**src/rtl/neuron_argmax_collector.sv**
```systemverilog
// Post-adder-tree collector: valid-tag delay line, ReLU/rescale/saturate, per-frame argmax.
// Optional macro NAC_SAT_STICKY_EN adds the sat_seen per-frame saturation flag.
module neuron_argmax_collector #(
  parameter int DATA_W     = 26,
  parameter int TREE_LAT   = 15,
  parameter int N_NEURONS  = 10,
  parameter int IDX_W      = 4,
  parameter int FRAC_SHIFT = 8,
  parameter int OUT_W      = 16
) (
  input  logic              clk,
  input  logic              GlobalReset,
  input  logic              tree_issue,
  input  logic [DATA_W-1:0] sum_in,
  output logic              act_valid,
  output logic [OUT_W-1:0]  act_data,
  output logic [IDX_W-1:0]  act_idx,
  output logic              class_valid,
  output logic [IDX_W-1:0]  class_idx,
  output logic [OUT_W-1:0]  class_score,
  output logic              busy
`ifdef NAC_SAT_STICKY_EN
  ,
  output logic              sat_seen
`endif
);

  typedef enum logic [1:0] {IDLE, ACC, REPORT} state_t;

  state_t              state, state_nxt;
  logic [TREE_LAT-1:0] tag;
  logic                capture;
  logic [DATA_W-1:0]   shifted;
  logic                sat;
  logic [OUT_W-1:0]    act;
  logic [IDX_W-1:0]    cnt, cur_idx;
  logic                first, last;
  logic [OUT_W-1:0]    max_val, max_nxt;
  logic [IDX_W-1:0]    max_idx, max_idx_nxt;

  // The tree carries no valid, so the issue strobe is aged alongside it.
  assign capture = tag[TREE_LAT-1];

  // Only consulted for non-negative sums, so a logical shift equals the arithmetic one.
  always_comb begin
    // NOTE: every combinational output gets a default first so no latch is inferred.
    shifted = sum_in >> FRAC_SHIFT;
    sat     = 1'b0;
    act     = '0;
    if (!sum_in[DATA_W-1]) begin
      sat = |shifted[DATA_W-1:OUT_W];
      act = sat ? '1 : shifted[OUT_W-1:0];
    end
  end

  // A capture outside ACC (IDLE or REPORT) always opens a new frame at index 0.
  always_comb begin
    first       = (state != ACC);
    cur_idx     = first ? '0 : cnt;
    last        = (cur_idx == IDX_W'(N_NEURONS - 1));
    max_nxt     = max_val;
    max_idx_nxt = max_idx;
    state_nxt   = state;
    if (capture && (first || act > max_val)) begin
      max_nxt     = act;
      max_idx_nxt = cur_idx;
    end
    if (capture)
      state_nxt = last ? REPORT : ACC;
    else if (state == REPORT)
      state_nxt = IDLE;
  end

  // The tag line is cleared on reset so in-flight sums from an aborted frame are discarded.
  always_ff @(posedge clk) begin
    if (GlobalReset) begin
      tag         <= '0;
      state       <= IDLE;
      cnt         <= '0;
      max_val     <= '0;
      max_idx     <= '0;
      act_valid   <= 1'b0;
      act_data    <= '0;
      act_idx     <= '0;
      class_idx   <= '0;
      class_score <= '0;
`ifdef NAC_SAT_STICKY_EN
      sat_seen    <= 1'b0;
`endif
    end else begin
      // NOTE: non-blocking assignments so every register samples pre-edge values.
      tag       <= {tag[TREE_LAT-2:0], tree_issue};
      state     <= state_nxt;
      act_valid <= capture;
      if (capture) begin
        act_data <= act;
        act_idx  <= cur_idx;
        cnt      <= cur_idx + 1'b1;
        max_val  <= max_nxt;
        max_idx  <= max_idx_nxt;
`ifdef NAC_SAT_STICKY_EN
        sat_seen <= first ? sat : (sat_seen | sat);
`endif
        if (last) begin
          class_idx   <= max_idx_nxt;
          class_score <= max_nxt;
        end
      end
    end
  end

  assign class_valid = (state == REPORT);
  assign busy        = (state == ACC) || (|tag);

endmodule

```
**config.mk**
```make
export PLATFORM = sky130hd
export DESIGN_NAME = neuron_argmax_collector
export DESIGN_NICKNAME = d
export VERILOG_FILES = /design/src/rtl/neuron_argmax_collector.sv
export SDC_FILE = /design/constraint.sdc
export NUM_CORES = 1
export LEC_CHECK = 0
export CAP_MARGIN = 25
export CORE_ASPECT_RATIO = 2
export CORE_UTILIZATION = 55
export CTS_BUF_LIST = sky130_fd_sc_hd__clkbuf_16
export DETAILED_ROUTE_END_ITERATION = 6
export PLACE_DENSITY = 0.81
export SLEW_MARGIN = 20
export SYNTH_ARGS = -nofsm -noshare
export SYNTH_HDL_FRONTEND = slang
export SYNTH_SLANG_ARGS = --single-unit
```
**constraint.sdc**
```tcl
create_clock -name clk -period 5.56 [get_ports clk]
set_clock_uncertainty 0.15 [all_clocks]
set_input_delay 0.556 -clock clk [delete_from_list [all_inputs] [get_ports clk]]
set_output_delay 0.556 -clock clk [all_outputs]
set_load 0.02 [all_outputs]
```
==> metrics.md <==
| Metric | Value |
|---|---|
| CP Data Arrival Time | `between 4 and 5 ns` |
| Core area | `around 6400 um^2` |
| Final Hold Fails | `0` |
| Routed vias | `3201` |
| Final hold slack | `between 0.3 and 0.4 ns` |
| Clock Tree Root | `clkbuf_16` |
| Switching Share | `21.9%` |
| N_diodes | `0` |
| Cts repair resizes | `0` |
| Hold/Removal Path Class | `reg -> reg` |
| Initial Utilization | `a little under three fifths` |
| Largest area contributor in the netlist | `dfxtp_1` |
| Vias in the first global route | `roughly 3000` |
| H-tree Lvls | `3` |
| Max VDD drop | `~0.23 mV` |
| Slowest stage delay, CP | `slightly below 0.6 ns` |
| Cells after Synth | `~420` |
| DRC viols | `0` |
| Share of layout cells above drive strength 1 | `between 5 and 6%` |
| Pleak | `between 1.5 and 2 nW` |
| Clock power frac | `between 40% and 50%` |
| Int Power | `roughly 910 uW` |
| Routability cong. | `between 0.8 and 0.9` |
| CTS clk-pin slew, worst paths | `around 0.05 ns` |
| Hold Crit Depth | `1` |
| Die X | `~60 um` |
| Crit start category | `input pin` |
| Syn_area_per_cell | `around 8.6 um^2` |
| Largest net degree at the start of global routing | `65` |
| Status | `completed` |
| Die Area | `~7000 um^2` |
| # setup viols final | `0` |
| Initial antenna violation count | `0` |
| Flop-to-flop setup slack | `~2.5 ns` |
| Clock buffer count from CTS | `9` |
| Setup CP Type | `in -> reg` |
| Via density | `between 5 and 6` |
| FP Rows | `slightly above 40` |
| Final ANT Viol Nets | `0` |
| Top cells by area, synth | `dfxtp_1, ha_1, nor2_1` |
| Starting DRT DRC Count | `around 240` |
| Comb pwr share | `~6.2%` |
| P_sw | `255 uW` |
| Crit path from | `sum_in[24]` |
| MaxCap Viol Count | `0` |
| Clock Latency Late Sink | `approximately 0.33 ns` |
| Critical Path RT | `between 5 and 6 ns` |
| Fraction of registers with async set/reset | `0%` |
| Final net count | `a little over 500` |
| Final max-slew violation count | `0` |
| Worst R2R Start | `max_val[15]` |
| DRT Wirelength | `~8.7 mm` |
| Cells along the critical path | `clkdlybuf4s50_1 -> buf_4 -> nor2_1 -> nor2_1 -> ha_1 -> nand4_2 -> nor3_1 -> or4_4 -> o311ai_4 -> nand2_2 -> a221o_1` |
| Synth top area share | `about 45%` |
| Reg2Reg Depth | `8` |
| Period minus WS final | `between 4 and 5 ns` |
| P&R area growth vs syn | `24.5%` |
| Port bufs | `63` |
| Syn Nets | `470` |
| TritonCTS clock tree | `done` |
| Io pins | `a little over 70` |
| Detailed placement HPWL | `about 6 mm` |
| Crit path max fanout | `16` |
| Longest Clk Path Bufs | `2` |
| Sink Count | `82` |
| Crit end category | `flop` |
| Crit share post-route | `between 70% and 80%` |
| Post-route setup TNS | `0 ns` |
| CP Capture Point | `class_score[1]` |
| Total setup buffers inserted after CTS | `0` |
| Max-slew headroom | `between 40% and 50%` |
| Tightest Pin Transition | `0.761 ns` |
| Flops & latches, synth | `a little over 80` |
| Wirelength per Cell | `around 16 um` |
| Sequential power share | `about half` |
| Overflow after GRT | `0` |
| Slowest-stage cell, CP | `clkdlybuf4s50_1` |
| Ys flop type | `dfxtp_1` |
| Yosys warns | `0` |
| Distinct cells, synth | `39` |
| FMAX | `about 240 MHz` |
| Power per cell area | `approximately 260 nW/um^2` |
| Post-synth EDFFs | `0` |
| Unrepaired setup endpoints after global routing | `no` |
| Critical path's most frequent cell | `nor2_1` |
| GRT Overall Usage | `approximately 27%` |
| Global-route wire length before repair | `about 14 mm` |
| Post-Synthesis Cell Area | `~3700 um^2` |
| R2R Path End | `class_score[1]` |
| Post-synthesis sequential area ratio | `between 40% and 50%` |
| Pre-antenna DRT Iters | `4` |
| Die Span Y | `around 120 um` |
| Hold-fix buffers, CTS | `0` |
## critical path: cells and delay by family
kind,cells,cell delay [ns]
AND/OR/NAND/NOR,6,1.51
AO/OA/AOI/OAI,2,0.94
buffers and inverters,2,0.80
adder cells (fa/ha/maj),1,0.36
## registers in the layout, summed over array words and instances (netlist names)
name,flops
class_score,16
max_idx,4
tag,15
state,2
cnt,4
class_idx,4
act_data,16
act_valid,1
act_idx,4
max_val,16
## cell type report
cell class | count | area [um^2]
inverter | 17 | 63.8
sequential | 82 | 1640
fill | 536 | 1810
tap | 86 | 108
clock inverter | 4 | 15.0
multi-input combinational | 290 | 1810
clock buffer | 9 | 225
timing repair buffer | 71 | 686
## power groups by stage
stage	Clock [mW]	Combinational, mW	Sequential (mW)
after floorplan	0	0.0423	0.602
after global placement	0	0.0688	0.602
after detailed placement	0	0.0711	0.602
after CTS	0.504	0.0721	0.589
after global routing	0.526	0.0800	0.589
final	0.500	0.0726	0.589
## cell usage after synthesis (all sizes together), types with 2 or more instances
master and instances:
nand3 21, nand2b 5, nor3 18, or4 2, and2 4, a211oi 2
clkbuf 24, a221o 16, o21ai 22, mux2i 17, nor4 19, nor2 59
inv 17, nor2b 20, a21oi 30, nand2 18, nand4 5, dfxtp 82
o21a 2, ha 18, buf 10
## cell families (layout without fill, tap and decap cells)
group                    count (synthesis)  after routing  synth area share, %
AO/OA/AOI/OAI                           79             79                 14.5
flip-flops                              82             82                 44.9
buffers and inverters                   51            101                 5.58
multiplexers                            18             18                 4.97
AND/OR/NAND/NOR                        175            175                 23.9
adder cells (fa/ha/maj)                 18             18                 6.16
## stage by stage
stage	util (%)	cell area (um^2)	power [mW]	cells	worst slack, ns
global placement	67.7	4310	0.671	546	1.20
CTS	71.5	4550	1.17	559	1.50
global route	71.5	4550	1.20	559	1.28
finish	71.5	4550	1.16	559	1.45
detailed placement	67.7	4310	0.673	546	1.16
floorplan	-	3650	0.644	423	2.13
## worst min-delay path by stage
stage	slack, ns	from	to
2_1_floorplan	0.28	tag[10]	tag[11]
3_3_place_gp	0.29	tag[12]	tag[13]
3_5_place_dp	0.30	tag[12]	tag[13]
4_1_cts	0.31	tag[12]	tag[13]
5_1_grt	0.33	tag[5]	tag[6]
6_report	0.31	tag[12]	tag[13]
## placed cells by master (no fill, tap or decap), types with 19 or more instances in the layout
master	synthesis	layout
dfxtp_1	82	82
clkdlybuf4s50_1	0	62
nor2_1	59	59
a21oi_1	30	30
o21ai_0	22	22
nand3_1	21	21
nor2b_1	20	20
inv_1	17	19
nor4_1	19	19
## layer usage
metal	vias to the layer above	GRT usage [%]	wire, um
met5	-	0	0
met4	0	16.6	368
met3	31	6.26	430
met2	122	45.5	4450
met1	1467	29.2	3460
li1	1581	-	-
Power figures use the tool's default switching activity.
